`config.mk`:
```
export PLATFORM = sky130hd
export DESIGN_NAME = sm83_flags_bank_flat
export DESIGN_NICKNAME = d
export VERILOG_FILES = /design/src/rtl/sm83_flags_pkg.sv /design/src/rtl/sm83_flags_bank_if.sv /design/src/rtl/sm83_flags_stack.sv /design/src/rtl/sm83_flags_bank.sv /design/src/flat_wrapper.sv
export SDC_FILE = /design/constraint.sdc
export NUM_CORES = 1
export LEC_CHECK = 0
export CAP_MARGIN = 5
export CORE_ASPECT_RATIO = 1.5
export CORE_MARGIN = 2
export CORE_UTILIZATION = 42
export CTS_CLUSTER_DIAMETER = 50
export DETAILED_ROUTE_END_ITERATION = 10
export PLACE_DENSITY_LB_ADDON = 0.08
export SLEW_MARGIN = 20
export SYNTH_ARGS = -nofsm -noshare
export SYNTH_HDL_FRONTEND = slang
export SYNTH_SLANG_ARGS = --single-unit
```
`constraint.sdc`:
```
create_clock -name clk -period 2.1 [get_ports clk]
set_clock_uncertainty 0.2 [all_clocks]
set_input_delay 0.21 -clock clk [delete_from_list [all_inputs] [get_ports clk]]
set_output_delay 0.21 -clock clk [all_outputs]
set_load 0.005 [all_outputs]
```
`src/rtl/sm83_flags_pkg.sv`:
```
// Shared types for the SM83 flags bank: per-flag update ops and SM83 flag bit indices.
package sm83_flags_pkg;

    typedef enum logic [2:0] {
        OpHold = 3'd0,
        OpBus  = 3'd1,
        OpAlu  = 3'd2,
        OpSet  = 3'd3,
        OpClr  = 3'd4,
        OpCpl  = 3'd5
    } flag_op_e;

    localparam int unsigned FLAG_C = 0;
    localparam int unsigned FLAG_H = 1;
    localparam int unsigned FLAG_N = 2;
    localparam int unsigned FLAG_Z = 3;

endpackage

```
`src/rtl/sm83_flags_bank_if.sv`:
```
// Bus-side signal bundle of the flags bank; the controller side is master, the bank is slave.
interface sm83_flags_bank_if #(
    parameter int unsigned DW    = 8,
    parameter int unsigned NF    = 4,
    parameter int unsigned DEPTH = 4
);
    localparam int unsigned CW = $clog2(DEPTH + 1);

    logic [DW-1:0]   din;
    logic [DW-1:0]   dout;
    logic [3*NF-1:0] flag_op;
    logic [NF-1:0]   alu_in;
    logic [NF-1:0]   flags;
    logic            push;
    logic            pop;
    logic [CW-1:0]   stack_cnt;
    logic            stack_full;
    logic            stack_empty;
    logic            stack_err;

    modport master (
        output din, flag_op, alu_in, push, pop,
        input  dout, flags, stack_cnt, stack_full, stack_empty, stack_err
    );

    modport slave (
        input  din, flag_op, alu_in, push, pop,
        output dout, flags, stack_cnt, stack_full, stack_empty, stack_err
    );

endinterface

```
`src/rtl/sm83_flags_stack.sv`:
```
// LIFO save stack for flag contexts with count, overflow/underflow detection and swap support.
// SM83_FLAGS_PARITY_EN adds an even-parity bit per entry, checked on every read-out.
module sm83_flags_stack #(
    parameter int unsigned NF    = 4,
    parameter int unsigned DEPTH = 4
) (
    input  logic                         clk,
    input  logic                         reset_n,
    input  logic                         push_i,
    input  logic                         pop_i,
    input  logic [NF-1:0]                wdata_i,
    output logic [NF-1:0]                rdata_o,
    output logic                         restore_o,
    output logic [$clog2(DEPTH+1)-1:0]   cnt_o,
    output logic                         full_o,
    output logic                         empty_o,
    output logic                         err_o
);
    localparam int unsigned CW = $clog2(DEPTH + 1);
    localparam int unsigned AW = (DEPTH > 1) ? $clog2(DEPTH) : 1;
`ifdef SM83_FLAGS_PARITY_EN
    localparam int unsigned EW = NF + 1;
`else
    localparam int unsigned EW = NF;
`endif

    logic [EW-1:0] mem_q [DEPTH];
    logic [EW-1:0] mem_d [DEPTH];
    logic [CW-1:0] cnt_q, cnt_d;
    logic          err_q, err_d;

    logic          empty, full;
    logic [AW-1:0] top_idx, wr_idx;
    logic [EW-1:0] top_entry, wr_entry;
    logic          push_ok, pop_ok, swap, overflow, underflow, par_bad;

    assign empty     = (cnt_q == '0);
    assign full      = (cnt_q == CW'(DEPTH));
    assign top_idx   = empty ? '0 : AW'(cnt_q - CW'(1));
    assign wr_idx    = AW'(cnt_q);
    assign top_entry = mem_q[top_idx];

    // push+pop on an empty stack degrades to a plain push
    assign swap      = push_i & pop_i & ~empty;
    assign push_ok   = push_i & (~pop_i | empty) & ~full;
    assign overflow  = push_i & ~pop_i & full;
    assign pop_ok    = pop_i & ~push_i & ~empty;
    assign underflow = pop_i & ~push_i & empty;

`ifdef SM83_FLAGS_PARITY_EN
    assign wr_entry = {^wdata_i, wdata_i};
    assign par_bad  = (pop_ok | swap) & (^top_entry);
`else
    assign wr_entry = wdata_i;
    assign par_bad  = 1'b0;
`endif

    always_comb begin
        mem_d = mem_q;
        cnt_d = cnt_q;
        err_d = err_q | overflow | underflow | par_bad;
        if (push_ok) begin
            mem_d[wr_idx] = wr_entry;
            cnt_d         = cnt_q + CW'(1);
        end
        if (swap) begin
            mem_d[top_idx] = wr_entry;
        end
        if (pop_ok) begin
            cnt_d = cnt_q - CW'(1);
        end
    end

    always_ff @(posedge clk) begin
        if (!reset_n) begin
            cnt_q <= '0;
            err_q <= 1'b0;
        end else begin
            cnt_q <= cnt_d;
            err_q <= err_d;
        end
    end

    // Contents are don't-care after reset, so storage carries no reset.
    always_ff @(posedge clk) begin
        mem_q <= mem_d;
    end

    assign rdata_o   = top_entry[NF-1:0];
    assign restore_o = pop_ok | swap;
    assign cnt_o     = cnt_q;
    assign full_o    = full;
    assign empty_o   = empty;
    assign err_o     = err_q;

endmodule

```
`src/rtl/sm83_flags_bank.sv`:
```
// Flags register bank: per-flag op decode plus context save stack with pop/swap restore.
// Optional SM83_FLAGS_PARITY_EN enables parity-protected stack entries.
module sm83_flags_bank
    import sm83_flags_pkg::*;
#(
    parameter int unsigned DW    = 8,
    parameter int unsigned NF    = 4,
    parameter int unsigned DEPTH = 4
) (
    input logic               clk,
    input logic               reset_n,
    sm83_flags_bank_if.slave  bus
);
    logic [NF-1:0] flags_q, flags_d;
    logic [NF-1:0] stack_rdata;
    logic          restore;

    sm83_flags_stack #(
        .NF    (NF),
        .DEPTH (DEPTH)
    ) u_stack (
        .clk       (clk),
        .reset_n   (reset_n),
        .push_i    (bus.push),
        .pop_i     (bus.pop),
        .wdata_i   (flags_q),
        .rdata_o   (stack_rdata),
        .restore_o (restore),
        .cnt_o     (bus.stack_cnt),
        .full_o    (bus.stack_full),
        .empty_o   (bus.stack_empty),
        .err_o     (bus.stack_err)
    );

    always_comb begin
        flags_d = flags_q;
        for (int i = 0; i < int'(NF); i++) begin
            case (flag_op_e'(bus.flag_op[3*i+:3]))
                OpBus:   flags_d[i] = bus.din[DW-NF+i];
                OpAlu:   flags_d[i] = bus.alu_in[i];
                OpSet:   flags_d[i] = 1'b1;
                OpClr:   flags_d[i] = 1'b0;
                OpCpl:   flags_d[i] = ~flags_q[i];
                default: flags_d[i] = flags_q[i];
            endcase
        end
        // A restore from the stack overrides every per-flag op.
        if (restore) begin
            flags_d = stack_rdata;
        end
    end

    always_ff @(posedge clk) begin
        if (!reset_n) begin
            flags_q <= '0;
        end else begin
            flags_q <= flags_d;
        end
    end

    always_comb begin
        bus.dout = '0;
        bus.dout[DW-1 -: NF] = flags_q;
    end

    assign bus.flags = flags_q;

endmodule

```
`src/flat_wrapper.sv`:
```
// flat-port wrapper written by rule: the top's interface ports become plain ports
module sm83_flags_bank_flat import sm83_flags_pkg::*;
#(
    parameter int unsigned DW    = 8,
    parameter int unsigned NF    = 4,
    parameter int unsigned DEPTH = 4
)
  (clk, reset_n, bus_din, bus_flag_op, bus_alu_in, bus_push, bus_pop, bus_dout, bus_flags, bus_stack_cnt, bus_stack_full, bus_stack_empty, bus_stack_err);
  sm83_flags_bank_if #(.DW(DW), .NF(NF), .DEPTH(DEPTH)) bus_i ();
  input logic clk;
  input logic reset_n;
  input wire logic [$bits(bus_i.din)-1:0] bus_din;
  input wire logic [$bits(bus_i.flag_op)-1:0] bus_flag_op;
  input wire logic [$bits(bus_i.alu_in)-1:0] bus_alu_in;
  input wire logic [$bits(bus_i.push)-1:0] bus_push;
  input wire logic [$bits(bus_i.pop)-1:0] bus_pop;
  output wire logic [$bits(bus_i.dout)-1:0] bus_dout;
  output wire logic [$bits(bus_i.flags)-1:0] bus_flags;
  output wire logic [$bits(bus_i.stack_cnt)-1:0] bus_stack_cnt;
  output wire logic [$bits(bus_i.stack_full)-1:0] bus_stack_full;
  output wire logic [$bits(bus_i.stack_empty)-1:0] bus_stack_empty;
  output wire logic [$bits(bus_i.stack_err)-1:0] bus_stack_err;
  assign bus_i.din = bus_din;
  assign bus_i.flag_op = bus_flag_op;
  assign bus_i.alu_in = bus_alu_in;
  assign bus_i.push = bus_push;
  assign bus_i.pop = bus_pop;
  assign bus_dout = bus_i.dout;
  assign bus_flags = bus_i.flags;
  assign bus_stack_cnt = bus_i.stack_cnt;
  assign bus_stack_full = bus_i.stack_full;
  assign bus_stack_empty = bus_i.stack_empty;
  assign bus_stack_err = bus_i.stack_err;
  sm83_flags_bank #(.DW(DW), .NF(NF), .DEPTH(DEPTH)) u_core (.clk(clk), .reset_n(reset_n), .bus(bus_i));
endmodule
```
* After elaboration in Yosys (flattened, before gate mapping) *
Cells that the tools add are included.

word-level totals
  register bits = 24
  bits of input ports = 28
  output and inout bits = 18
  word-level logic and storage cells = 87

operators by class
  add/subtract/negate cells = 2
  magnitude comparators = 4
  equality and inequality tests = 21
  muxes and demuxes = 19
  bitwise operators = 23
  reductions and logical operators = 8

operator list
  cell                                                        count
  bitwise mux 16 bit                                          2
  two-way mux 16 bit                                          2
  equality test 3 bit, second input constant                  9
  equality test 3 x 2 -> 1 bit, second input constant         8
  nonzero test 6 bit                                          4
  two-way mux 4 bit                                           5
  case mux 1 bit (5 select lines)                             4
  demux 4 bit (select 2 bit)                                  2
  equality test 3 x 1 -> 1 bit, second input constant         4
  AND 1 bit                                                   9
  binary-select mux 4 bit (select 2 bit)                      1
  inverter 1 bit                                              8
  >= comparator 3 bit, second input constant                  2
  less-than comparator 3 x 1 -> 1 bit, second input constant  2
  two-way mux 3 bit                                           2
  inverter 2 -> 3 bit                                         2
  bitwise OR 1 bit                                            4
  adder 3 x 1 -> 3 bit, second input constant                 1
  logical NOT 3 bit                                           1
  subtractor 3 x 1 -> 3 bit, second input constant            1
  logical AND 1 bit                                           2
  two-way mux 2 bit                                           1
  nonzero test 2 bit                                          1

* Depth between registers and ports, before layout *
  depth in word-level cells = 9
  depth in mapped cells = 9
  mapped depth without buffers = 6

* Cells and area by module *
Synthesis repeated with hierarchy kept, for this count alone.

unflattened totals
  cell total of the unflattened synthesis = 165
  area, all modules = 1545.2 um^2

modules (own cells, without submodules)
  module            instances  cells an instance  area each (um^2)  sequential area each (um^2)
  sm83_flags_stack  1          110                1128.6            400.4
  sm83_flags_bank   1          55                 416.6             80.1

* Least setup slack after synthesis *
No wires, ideal clock.

  path kind = register to register
  start point = register u_core.u_stack.cnt_q[0] (netlist: u_core.u_stack.cnt_o[0])
  end point = register u_core.u_stack.mem_q[12] (netlist name)
  arrival = 1.957 ns
  slack = -0.177 ns
  cell stages (with the launch flop) = 8
  buffers on the path = 2
  clock period less this slack = 2.277 ns
  cell sequence = dfxtp_1 buf_2 inv_1 ha_1 clkbuf_1 and3_1 o21ai_1 mux2_2

RTL lines
  element                 line                    text
  from (decl)             sm83_flags_stack.sv:29  logic [CW-1:0] cnt_q, cnt_d;
  from (signal assigned)  sm83_flags_stack.sv:79  cnt_q <= cnt_d;
  to (signal assigned)    sm83_flags_stack.sv:86  mem_q <= mem_d;
  to (decl)               sm83_flags_stack.sv:27  logic [EW-1:0] mem_q [DEPTH];

* Final worst setup path *
  start point = register u_core.u_stack.cnt_q[1] (netlist: u_core.u_stack.cnt_o[1])
  end point = output bus_stack_empty

on the way
  word-level cells in the longest chain between the ends = 1

ends and longest elaborated chain
  element            line                    text
  logical NOT 3 bit  sm83_flags_stack.sv:37  assign empty = (cnt_q == '0);
  to (decl)          flat_wrapper.sv:21      output wire logic [$bits(bus_i.stack_empty)-1:0] bus_stack_empty;

Every way passes these cells.

==> flow_summary.json <==
{
  "rrSetupSlack_ns": 0.23,
  "post-place-cells": 223,
  "grt_max_degree": 16,
  "cts.path.max_buffers": 2,
  "internal-power_mw": 1.56,
  "area_growth_pct": 32.2,
  "critPathBufInv": 3,
  "gp_congestion": 0.734,
  "n_antenna_cell": 0,
  "synth_top_area_share_pct": 32.0,
  "die_h_um": 77.2,
  "hold_path.class": "register to register",
  "grt_pass1_wl_um": 5350,
  "power.net_switching_mw": 0.755,
  "initial_core_util_pct": 44.0,
  "hold_viol": 0,
  "cap_violations": 0,
  "overflow": 0,
  "multi_input_area_um2": 917,
  "hpwl_um": 2560,
  "vdd_drop_max_mv": 0.749,
  "path_clk_slew_ns": 0.08,
  "reg2reg_from": "u_core.u_stack.cnt_o[1]",
  "cp_num_cells": 5,
  "core_mm2": 0.00342,
  "setup_viol": 0,
  "vias": 1201,
  "cp_slowest_cell": "clkdlybuf4s50_1",
  "crit_family": "buffers and inverters",
  "antenna_found_initial": 0,
  "htreeDepth": 1,
  "placementRows": 26,
  "drive_above_1_share_pct": 23.5,
  "first_pass_iters": 4,
  "min_path_cells": 1,
  "grtUsageTotal_pct": 17.5,
  "grt_pass1_vias": 1201,
  "min_period_ns": 1.95,
  "synth_area_leaders": "dfxtp_1 32%, mux2_2 12%, mux4_2 6.0%, a32oi_4 5.5%, buf_4 4.5%",
  "synth_flop_cell": "dfxtp_1",
  "syn_area_per_cell_um2": 10.0,
  "synth_area_mm2": 0.00150,
  "tritoncts": "built",
  "critPathLaunchType": "register",
  "clock-sinks": 24,
  "p_leak_nw": 0.777,
  "finalPower_mw": 2.32,
  "cts_buffers": 3,
  "design_area_mm2": 0.00198,
  "synthDistinctLibCells": 40,
  "synth-edff-count": 0,
  "yosysWarnings": 0,
  "rsz0062_at_grt": "no",
  "clkLatencyLatePin_ns": 0.27,
  "async_reset_ff_share_pct": 0,
  "final_cells": 229,
  "hold_buffers": 0,
  "drc_errors": 0,
  "seqCellArea_um2": 480,
  "pwr-share-comb_pct": 50.6,
  "seqPwrFrac_pct": 32.0,
  "hp-start": "u_core.u_stack.mem_q[9]",
  "synth-seq-cells": 24,
  "powerDensity_mw_per_mm2": 1170,
  "switching_share_pct": 32.6,
  "fillCellCount": 314,
  "synth_commonest_cells": "24 x dfxtp_1, 16 x mux2_2, 10 x nand2_1",
  "reg2reg_to": "u_core.u_stack.mem_q[2]",
  "dieArea_mm2": 0.00408,
  "yosysSeqAreaShare_pct": 32.0,
  "r2r_cells": 6,
  "max_freq_mhz": 512,
  "drt_wl_total_um": 3230,
  "cts_root_buffer": "clkbuf_8",
  "worstPathRequired_ns": 1.69,
  "wl_per_cell_um": 14.1,
  "cp_cell_sequence": "inv_2 -> ha_4 -> nand2b_4 -> inv_1 -> clkdlybuf4s50_1",
  "slew_viol_final": 0,
  "critPathMaxFanout": 5,
  "io_pins": 46,
  "fp.dieW_um": 52.8,
  "synth_top_area_cell": "dfxtp_1",
  "nets": 221,
  "drt_iter0_drc": 19,
  "max_stage_delay_ns": 0.51,
  "ant_nets": 0,
  "yosysMostFrequentCell": "dfxtp_1",
  "via_per_inst": 5.24,
  "p_clk_share_pct": 17.4,
  "hold_end": "u_core.u_stack.mem_q[9]",
  "port-buffer-count": 37,
  "critPathCaptureType": "output pin",
  "fin_crit_sh_pct": 93.0,
  "synthCells": 150,
  "outcome": "finished, final reports clean",
  "worstPathArrival_ns": 1.54,
  "postPlaceCellArea_mm2": 0.00188,
  "fin_setup_tns_ns": 0,
  "worstSetupPathType": "register to output pin"
}
[registers in the layout, indices dropped and copies added, names as in the netlist]
name	cells
u_core.bus.flags	4
u_core.u_stack.cnt_o	3
u_core.u_stack.err_o	1
u_core.u_stack.mem_q	16
[per-stage QoR]
| step | hold slack [ns] | worst slack [ns] | utilization, % |
|---|---|---|---|
| global route | 0.306 | 0.0539 | 58.1 |
| global placement | 0.256 | 0.131 | 55.0 |
| floorplan | 0.127 | 0.00855 | - |
| CTS | 0.287 | 0.0481 | 57.5 |
| finish | 0.283 | 0.146 | 58.1 |
| detailed placement | 0.267 | 0.107 | 55.0 |
[cell families (layout without fill, tap and decap cells)]
logic type | count (synthesis) | in the layout | synth area share, %
adder cells (fa/ha/maj) | 5 | 5 | 4.17
flip-flops | 24 | 24 | 32.0
buffers and inverters | 21 | 55 | 8.75
multiplexers | 20 | 20 | 18.0
AO/OA/AOI/OAI | 33 | 33 | 19.0
AND/OR/NAND/NOR | 44 | 44 | 16.7
other | 1 | 4 | 0.250
XOR/XNOR | 2 | 2 | 1.17
[power groups by stage]
| stage | Sequential (mW) | Combinational (mW) | Clock [mW] |
|---|---|---|---|
| 3_3_place_gp | 0.731 | 1.10 | 0 |
| 2_1_floorplan | 0.732 | 0.796 | 0 |
| 5_1_grt | 0.771 | 1.29 | 0.433 |
| 6_report | 0.741 | 1.17 | 0.403 |
| 3_5_place_dp | 0.751 | 1.12 | 0 |
| 4_1_cts | 0.743 | 1.15 | 0.415 |
[worst reg2reg max path: stages, from the launching register on]
cell and delay, ns:
dfxtp_1 0.36, inv_2 0.08, ha_4 0.18, buf_4 0.13
o21ai_2 0.30, a32oi_4 0.21, mux2_2 0.31
[cell usage in the layout (no fill, tap or decap), drive strengths merged, types with 2 or more instances in the layout]
cell type      Yosys  layout
a21boi             3       3
a21oi              4       4
nand2             10      10
nor3b              4       4
ha                 5       5
buf               14       9
o211ai             5       5
a32oi              3       3
nand3b             4       4
clkbuf             2       3
o311ai             3       3
mux4               4       4
o21a               2       2
clkdlybuf4s50      0      36
mux2              16      16
nand2b             3       3
inv                5       5
nor2b              4       4
o21ai              9       9
dfxtp             24      24
nor3               2       2
conb               1       4
and2               4       4
nor2               8       8
[how the worst max path moves through the flow]
stage | end | from | slack [ns]
final | bus_stack_empty | u_core.u_stack.cnt_o[1] | 0.15
after CTS | bus_stack_full | u_core.u_stack.cnt_o[1] | 0.05
after floorplan | u_core.u_stack.mem_q[0] | u_core.u_stack.cnt_o[0] | 0.009
after global placement | u_core.u_stack.mem_q[10] | u_core.u_stack.cnt_o[1] | 0.13
after global routing | bus_stack_empty | u_core.u_stack.cnt_o[1] | 0.05
after detailed placement | u_core.u_stack.mem_q[6] | bus_push | 0.11
[cell type report]
type                       count  share of cell area (%)
clock buffer                   3                    2.08
clock inverter                 1                    1.51
inverter                       5                   0.946
multi-input combinational    108                    46.2
sequential                    24                    24.2
tap                           42                    2.65
timing repair buffer          46                    22.4
[what timing repair did]
action,4_1_cts,5_1_grt
setup buffers,0,2
pin swaps,0,1
endpoints found under the setup margin,2,1
resized for setup,4,2
[per-layer routing]
metal  GRT usage [%]  part of all wire [%]
met1            18.7                    38
met2            32.9                    58
met3            1.95                   1.7
met4            6.92                   1.7
met5               0                     0
(Power assumes the default switching activity.)
